**src/rtl/timing_gen.sv**
```systemverilog
`default_nettype none
// ============================================================================
// Module      : timing_gen
// Description : Beat and machine-cycle generator for the hardwired controller.
//               Produces machine-cycle levels w1/w2/w3 and beat pulses
//               t1..t4. The controller's short/long/stop outputs, sampled on
//               the edge that ends T4, shorten, extend or halt execution.
//               Execution starts on a 0->1 transition of the start button qd.
// Ports       : clk      - system clock, rising edge
//               clr      - synchronous active-high reset
//               qd       - start button (level, rising transition starts)
//               short    - current W1 is the last machine cycle
//               long     - insert W3 after W2
//               stop     - halt at end of current machine cycle
//               w1..w3   - machine cycle levels (one-hot while running)
//               t1..t4   - beat pulses (one-hot while running)
//               running  - high while cycles are being generated
//               cyc_cnt  - completed machine cycles since reset, wraps
// Revision    : 1.0 - initial release
// ============================================================================
module timing_gen #(
    parameter int CNT_W = 16
) (
    input  logic             clk,
    input  logic             clr,
    input  logic             qd,
    input  logic             short,
    input  logic             long,
    input  logic             stop,
    output logic             w1,
    output logic             w2,
    output logic             w3,
    output logic             t1,
    output logic             t2,
    output logic             t3,
    output logic             t4,
    output logic             running,
    output logic [CNT_W-1:0] cyc_cnt
);

    // Top-level run state
    localparam logic [0:0] c_ST_IDLE = 1'b0;
    localparam logic [0:0] c_ST_RUN  = 1'b1;

    // Machine-cycle state
    localparam logic [1:0] c_W_1 = 2'd0;
    localparam logic [1:0] c_W_2 = 2'd1;
    localparam logic [1:0] c_W_3 = 2'd2;

    // Beat within a machine cycle
    localparam logic [1:0] c_T_1 = 2'd0;
    localparam logic [1:0] c_T_4 = 2'd3;

    localparam logic [CNT_W-1:0] c_CNT_ONE = CNT_W'(1);

    logic [0:0]       r_state;
    logic [1:0]       r_wst;
    logic [1:0]       r_beat;
    logic             r_qd_hist;
    logic [CNT_W-1:0] r_cnt;
    logic             r_w1, r_w2, r_w3;
    logic             r_t1, r_t2, r_t3, r_t4;
    logic             r_running;

    logic [0:0]       w_nxt_state;
    logic [1:0]       w_nxt_wst;
    logic [1:0]       w_nxt_beat;
    logic             w_cnt_inc;
    logic             w_start;
    logic             w_nxt_run;

    // Start edge: qd high now, low on the previous clock. The history register
    // is forced to 1 by reset so a button held through reset cannot start.
    assign w_start = qd & ~r_qd_hist;

    // ------------------------------------------------------------------------
    // Next-state logic
    // ------------------------------------------------------------------------
    always_comb begin
        w_nxt_state = r_state;
        w_nxt_wst   = r_wst;
        w_nxt_beat  = r_beat;
        w_cnt_inc   = 1'b0;

        case (r_state)
            c_ST_IDLE: begin
                if (w_start) begin
                    w_nxt_state = c_ST_RUN;
                    w_nxt_wst   = c_W_1;
                    w_nxt_beat  = c_T_1;
                end
            end

            c_ST_RUN: begin
                if (r_beat != c_T_4) begin
                    w_nxt_beat = r_beat + 2'd1;
                end else begin
                    // End of machine cycle: the only point where the
                    // controller's short/long/stop are honoured.
                    w_cnt_inc  = 1'b1;
                    w_nxt_beat = c_T_1;
                    if (stop) begin
                        w_nxt_state = c_ST_IDLE;
                        w_nxt_wst   = c_W_1;
                    end else begin
                        case (r_wst)
                            c_W_1:   w_nxt_wst = short ? c_W_1 : c_W_2;
                            c_W_2:   w_nxt_wst = long  ? c_W_3 : c_W_1;
                            default: w_nxt_wst = c_W_1;
                        endcase
                    end
                end
            end

            default: begin
                w_nxt_state = c_ST_IDLE;
                w_nxt_wst   = c_W_1;
                w_nxt_beat  = c_T_1;
            end
        endcase
    end

    assign w_nxt_run = (w_nxt_state == c_ST_RUN);

    // ------------------------------------------------------------------------
    // State and output registers. Outputs are decoded from the next state so
    // they line up with the state they describe without a combinational path.
    // ------------------------------------------------------------------------
    always_ff @(posedge clk) begin
        if (clr) begin
            r_state   <= c_ST_IDLE;
            r_wst     <= c_W_1;
            r_beat    <= c_T_1;
            r_qd_hist <= 1'b1;
            r_cnt     <= '0;
            r_running <= 1'b0;
            r_w1      <= 1'b0;
            r_w2      <= 1'b0;
            r_w3      <= 1'b0;
            r_t1      <= 1'b0;
            r_t2      <= 1'b0;
            r_t3      <= 1'b0;
            r_t4      <= 1'b0;
        end else begin
            r_state   <= w_nxt_state;
            r_wst     <= w_nxt_wst;
            r_beat    <= w_nxt_beat;
            r_qd_hist <= qd;
            if (w_cnt_inc) begin
                r_cnt <= r_cnt + c_CNT_ONE;
            end
            r_running <= w_nxt_run;
            r_w1      <= w_nxt_run && (w_nxt_wst  == c_W_1);
            r_w2      <= w_nxt_run && (w_nxt_wst  == c_W_2);
            r_w3      <= w_nxt_run && (w_nxt_wst  == c_W_3);
            r_t1      <= w_nxt_run && (w_nxt_beat == 2'd0);
            r_t2      <= w_nxt_run && (w_nxt_beat == 2'd1);
            r_t3      <= w_nxt_run && (w_nxt_beat == 2'd2);
            r_t4      <= w_nxt_run && (w_nxt_beat == 2'd3);
        end
    end

    assign w1      = r_w1;
    assign w2      = r_w2;
    assign w3      = r_w3;
    assign t1      = r_t1;
    assign t2      = r_t2;
    assign t3      = r_t3;
    assign t4      = r_t4;
    assign running = r_running;
    assign cyc_cnt = r_cnt;

endmodule
`default_nettype wire

```
**config.mk**
```make
export PLATFORM = sky130hd
export DESIGN_NAME = timing_gen
export DESIGN_NICKNAME = d
export VERILOG_FILES = /design/src/rtl/timing_gen.sv
export SDC_FILE = /design/constraint.sdc
export NUM_CORES = 1
export LEC_CHECK = 0
export ABC_AREA = 1
export BUFFER_PORTS_ARGS = -buffer_cell sky130_fd_sc_hd__buf_2
export CAP_MARGIN = 5
export CORE_AREA = 2 2 52 54
export DETAILED_ROUTE_END_ITERATION = 16
export DIE_AREA = 0 0 54 56
export PLACE_DENSITY_LB_ADDON = 0.08
export SLEW_MARGIN = 20
export SYNTH_ARGS = -nofsm -noshare
export SYNTH_HDL_FRONTEND = slang
export SYNTH_SLANG_ARGS = --single-unit
```
**constraint.sdc**
```tcl
create_clock -name clk -period 3 [get_ports clk]
set_clock_uncertainty 0.1 [all_clocks]
set_input_delay 0.3 -clock clk [delete_from_list [all_inputs] [get_ports clk]]
set_output_delay 0.3 -clock clk [all_outputs]
set_load 0.02 [all_outputs]
```
==> impl_metrics.py, run 1 <==
metrics = {
    "sta": {
        "slew_headroom": 0.810,
        "fin_setup_tns_ns": 0,
        "worst_pin_slew_ns": 0.284,
        "setup_viol": 0,
        "finalCriticalPeriod_ns": 1.44,
        "rsz0062_at_grt": "false",
        "fin_crit_sh": 0.480,
        "fmax_mhz": 695,
        "slew_viol_final": 0,
        "finalHoldViolCount": 0,
        "fin_hold_ws_ns": 0.0612,
    },
    "worst_setup_path": {
        "crit_required_ns": 2.60,
        "startpoint_type": "flip-flop",
        "criticalPathCategory": "reg -> out",
        "cp_max_fo": 7,
        "crit_path_end_kind": "primary output",
        "slowest_stage": "dfxtp_1",
        "critPathBufInv": 1,
        "cp_cell_sequence": "buf_2",
        "crit_family": "flip-flops",
        "max_stage_delay_ns": 0.49,
        "cp.arrival_ns": 1.04,
    },
    "logic_synthesis": {
        "yosys.area.top_type": "dfxtp_1",
        "synth_warnings": 0,
        "ys_seq_area_frac": 0.447,
        "syn-cell-area_mm2": 0.00130,
        "syn_avg_cell_area_um2": 7.34,
        "syn_nets": 185,
        "netlist.area_leader.share": 0.447,
        "yosysUniqueCellTypes": 25,
        "syn_inst": 177,
        "ys_top_cells_by_area": "dfxtp_1 45%, nand2_1 14%, nor2_1 9.5%",
        "synth-seq-cells": 29,
    },
    "global_routing": {
        "antenna_found_initial": 0,
        "grt_max_degree": 18,
        "grt_pass1_vias": 1050,
        "grt_pass1_wl_um": 4470,
        "overflow": 0,
        "grtUsageTotal": 0.201,
    },
    "finish": {
        "nets": 220,
        "area_growth_syn_to_layout_pct": 17.6,
        "drive_gt1_frac": 0.235,
        "n_antenna_cell": 0,
        "postLayoutCellArea_mm2": 0.00153,
        "utilization": 0.628,
    },
    "floorplan": {
        "dieArea_mm2": 0.00302,
        "start_util": 0.534,
        "core_region_area_mm2": 0.00243,
        "die_width_um": 54,
        "die_y_um": 56,
        "ios": 30,
        "fp-row-count": 18,
    },
    "hold_path": {
        "hold_path.class": "in -> reg",
    },
    "place": {
        "gp_congestion": 0.831,
        "io_buffers": 29,
        "hpwl_um": 1830,
        "postPlaceCellArea_mm2": 0.00148,
    },
    "flow_run": {
        "drv_cap": 0,
    },
    "cts": {
        "clkLatencyLatePin_ns": 0.33,
        "htree_levels": 2,
        "clockBufferDepth": 2,
        "cts_setup_buffers": 0,
        "ctsHoldBuffers": 0,
        "cts_buffers": 5,
        "cts_resized": 0,
        "root_buffer": "clkbuf_4",
        "clkSlewWorstSetupHoldPaths_ns": 0.09,
        "cts_sinks": 29,
        "cts_tree": "built",
    },
    "status": {
        "status": "complete, no violations",
    },
    "pwr": {
        "power_density_mw_per_mm2": 426,
        "ir_worst_vdd_mv": 0.352,
        "p_leak_uw": 0.000760,
    },
    "routing": {
        "wl_per_cell_um": 10.1,
        "firstDrtPassIters": 4,
        "totalWireLength_um": 2460,
        "ant_nets": 0,
        "dr_total_vias": 1152,
        "drt_iter0_drc": 26,
        "drc": 0,
        "viasPerCell": 4.74,
    },
}
==> where the power goes <==
group          internal (µW)  leakage (µW)  switching (µW)
Sequential               389      0.000234            2.79
Clock                   89.0     0.0000320             135
Combinational           11.8      0.000494            23.3
Total                    490      0.000760             161
==> cells by family (layout without fill, tap and decap cells) <==
logic type	Yosys count	after routing	share of synthesized area
AOI/OAI and AO/OA	16	16	0.0761
xor gates and xnor gates	1	1	0.00674
adders and majority gates	2	2	0.0193
buffers and inverters	24	60	0.0703
DFF	29	29	0.447
and+or+nand+nor	105	105	0.381
==> worst register-to-register path, cell delays in order (launching register included) <==
cell and delay [ns]:
dfxtp_1 0.35, ha_1 0.23, nand2_1 0.09, inv_1 0.16, nand2_1 0.07, o21bai_1 0.12, nand2_1 0.10, inv_1 0.09
nor2_1 0.04
==> layout make-up <==
cell class	instances	area (µm²)
clock buffer	6	41.3
clock inverter	2	10.0
fill	232	905
inverter	23	86.3
multi-input combinational	124	627
sequential	29	581
tap	30	37.5
timing repair buffer	29	145
==> layer usage <==
| metal | global-route usage | routed length, µm | vias up |
|---|---|---|---|
| li1 | - | - | 630 |
| met1 | 0.236 | 1110 | 491 |
| met2 | 0.317 | 1150 | 25 |
| met3 | 0.0726 | 137 | 6 |
| met4 | 0.0929 | 60 | 0 |
| met5 | 0 | 0 | - |
==> layout by cell type, fill, tap and decap left out, types with 2 or more instances in the layout <==
cell and instances:
o21ai_2 2, inv_2 3, nor2_1 33, nand3_2 2, ha_1 2, nand2_1 49
a21oi_1 8, nand4_1 5, nand3_1 7, buf_2 29, nor2_4 3, clkinv_2 2
clkbuf_4 5, dfxtp_1 29, o21ai_0 2, inv_1 20
==> per-stage QoR <==
step | setup WS [ns] | power (µW) | instances
after floorplan | 1.52 | 425 | 177
after global placement | 1.60 | 436 | 235
after detailed placement | 1.56 | 436 | 235
after CTS | 1.54 | 662 | 243
after global routing | 1.39 | 687 | 243
final | 1.56 | 651 | 243
==> synthesized netlist by cell type (all sizes together) <==
cell	number
o21ai	5
buf	1
inv	23
dfxtp	29
o211ai	1
a21oi	8
nand4	5
ha	2
or2	1
nor2	37
nand2	50
xor2	1
o21bai	2
nor3	2
nand3	9
nand3b	1
==> registers in the layout, summed over array words and instances, names as in the netlist <==
signal and count:
cyc_cnt 16, running 1, t2 1, t4 1, r_wst 2, w1 1, w3 1, r_beat 2
t1 1, r_qd_hist 1, w2 1, t3 1
==> path summary, 6_finish.rpt <==
path	startpoint	endpoint	slack [ns]	cells after the start
worst max-delay path	running$_SDFF_PP0_	running	1.56	1
worst min-delay path	qd	r_qd_hist$_SDFF_PP1_	0.06	3
worst max register to register	r_beat[1]$_SDFF_PP0_	w1$_SDFF_PP0_	1.56	8
worst min register to register	r_beat[1]$_SDFF_PP0_	r_beat[1]$_SDFF_PP0_	0.39	2
(Power assumes the default switching activity.)
==> run 2, diff against run 1 <==
Settings changed: CORE_AREA 2 2 52 54 to 2 2 56 58, DIE_AREA 0 0 54 56 to 0 0 58 60.
Clock period 3 ns to 1.15 ns, I/O delays scaled along.
==> impl_metrics.py, run 2 (synthesis gave the netlist of run 1 again) <==
metrics = {
    "status": {
        "status": "finished, violations left",
        "violations": "negative setup slack",
    },
    "routing": {
        "drt_iter0_drc": 28,
        "totalWireLength_um": 3360,
        "dr_total_vias": 1383,
        "drc": 0,
        "viasPerCell": 4.96,
        "ant_nets": 0,
        "firstDrtPassIters": 4,
        "wl_per_cell_um": 12.0,
    },
    "floorplan": {
        "core_region_area_mm2": 0.00290,
        "die_width_um": 58,
        "start_util": 0.447,
        "die_y_um": 60,
        "ios": 30,
        "fp-row-count": 20,
        "dieArea_mm2": 0.00348,
    },
    "sta": {
        "finalCriticalPeriod_ns": 1.36,
        "slew_headroom": 0.806,
        "fin_crit_sh": 1.19,
        "fmax_mhz": 733,
        "rsz0062_at_grt": "true",
        "setup_viol": 26,
        "worst_pin_slew_ns": 0.290,
        "finalWorstSetupSlack_ns": -0.214,
        "finalHoldViolCount": 0,
        "slew_viol_final": 0,
    },
    "worst_setup_path": {
        "cp.arrival_ns": 1.49,
        "max_stage_delay_ns": 0.36,
        "criticalPathCategory": "reg -> reg",
        "startpoint_type": "flip-flop",
        "cp_max_fo": 5,
        "crit_family": "simple AND/OR/NAND/NOR gates",
        "crit_path_end_kind": "flip-flop",
        "setup.worst_path.start": "r_beat[0]$_SDFF_PP0_",
        "slowest_stage": "dfxtp_2",
        "cp_cell_sequence": "ha_4, nand3_4, nor2_8, nand3_4, o21ai_2, nor2_1",
        "crit_top_cell": "nand3_4",
        "crit_required_ns": 1.28,
        "critPathBufInv": 0,
        "r2r-start": "r_beat[0]$_SDFF_PP0_",
    },
    "pwr": {
        "power_density_mw_per_mm2": 892,
        "switching_power_uw": 447,
        "pwr-share-clk": 0.384,
        "p_int_uw": 1420,
        "p_leak_uw": 0.000976,
        "comb_power_share": 0.073,
        "p_sw_frac": 0.240,
        "total_power_uw": 1870,
        "ir_worst_vdd_mv": 0.716,
        "pwr-share-seq": 0.543,
    },
    "place": {
        "post-place-ws_ns": -0.204,
        "postPlaceCellArea_mm2": 0.00169,
        "hpwl_um": 2220,
        "gp_congestion": 0.841,
        "io_buffers": 29,
    },
    "cts": {
        "clkLatencyLatePin_ns": 0.33,
        "root_buffer": "clkbuf_4",
        "clockBufferDepth": 2,
        "htree_levels": 2,
        "clkSlewWorstSetupHoldPaths_ns": 0.09,
        "cts_sinks": 29,
        "cts_buffers": 5,
        "cts_tree": "built",
    },
    "global_routing": {
        "grt_max_degree": 10,
        "overflow": 0,
        "grtUsageTotal": 0.201,
        "grt_pass1_vias": 1305,
        "antenna_found_initial": 0,
        "grt_pass1_wl_um": 5290,
    },
    "finish": {
        "postLayoutCellArea_mm2": 0.00209,
        "n_antenna_cell": 0,
        "area_growth_syn_to_layout_pct": 61.1,
        "utilization": 0.721,
        "drive_gt1_frac": 0.512,
        "final_common_cell": "nand2_1",
        "nets": 253,
        "final_cell_mix": "34 x nand2_1, 31 x nor2_1, 20 x buf_2, 18 x inv_1, 18 x buf_4",
        "largest_reg_flops": 16,
    },
    "hold_path": {
        "hold_start": "clr",
        "hold_path.class": "in -> reg",
    },
    "flow_run": {
        "drv_cap": 0,
    },
}
[run 2: area by class of cell]
cell class / instances / area [µm²]
Fill cell: 228 / 811
Multi-Input combinational cell: 125 / 783
Sequential cell: 29 / 614
Timing Repair Buffer: 61 / 497
Inverter: 23 / 86.3
Clock buffer: 7 / 65.1
Tap cell: 33 / 41.3
Clock inverter: 1 / 5.00
[run 2: worst register-to-register path, stage by stage, from the launching register on]
cell	delay (ns)
dfxtp_2	0.36
ha_4	0.18
nand3_4	0.13
nor2_8	0.22
nand3_4	0.10
o21ai_2	0.12
nor2_1	0.05
[run 2: final timing paths]
check / slack (ns) / end / depth (start not counted)
worst min register to register: 0.42 / cyc_cnt[0]$_SDFFE_PP0P_ / 2
worst max register to register: -0.21 / cyc_cnt[8]$_SDFFE_PP0P_ / 6
worst min-delay path: 0.004 / cyc_cnt[15]$_SDFFE_PP0P_ / 4
worst max-delay path: -0.21 / cyc_cnt[8]$_SDFFE_PP0P_ / 6
[run 2: power groups by stage]
stage	clock network [µW]	logic (µW)	registers (µW)
floorplan	0	57.2	1050
global placement	0	103	1040
detailed placement	0	105	1040
CTS	737	120	1010
global route	754	150	1010
finish	716	137	1010
[run 2: layer usage]
| layer | wire length [µm] | vias up | global-route usage |
|---|---|---|---|
| li1 | - | 693 | - |
| met1 | 1360 | 646 | 0.222 |
| met2 | 1780 | 35 | 0.362 |
| met3 | 129 | 9 | 0.0541 |
| met4 | 83 | 0 | 0.0864 |
| met5 | 0 | - | 0 |
[run 2: per-stage QoR]
| step | hold slack (ns) | std cells | setup TNS, ns |
|---|---|---|---|
| 2_1_floorplan | 0.0767 | 177 | -0.899 |
| 3_5_place_dp | 0.222 | 256 | -2.66 |
| 4_1_cts | 0.000905 | 273 | -3.06 |
| 6_report | 0.00375 | 279 | -3.21 |
| 3_3_place_gp | 0.215 | 256 | -2.03 |
| 5_1_grt | 0.0314 | 279 | -5.23 |
[run 2: timing repair]
item	4_1_cts	5_1_grt
endpoints found under the setup margin	33	36
buffers inserted	3	6
endpoints found under the hold margin	8	0
pin swaps	9	15
resized for setup	31	29
cloned	1	0
hold buffers	5	0
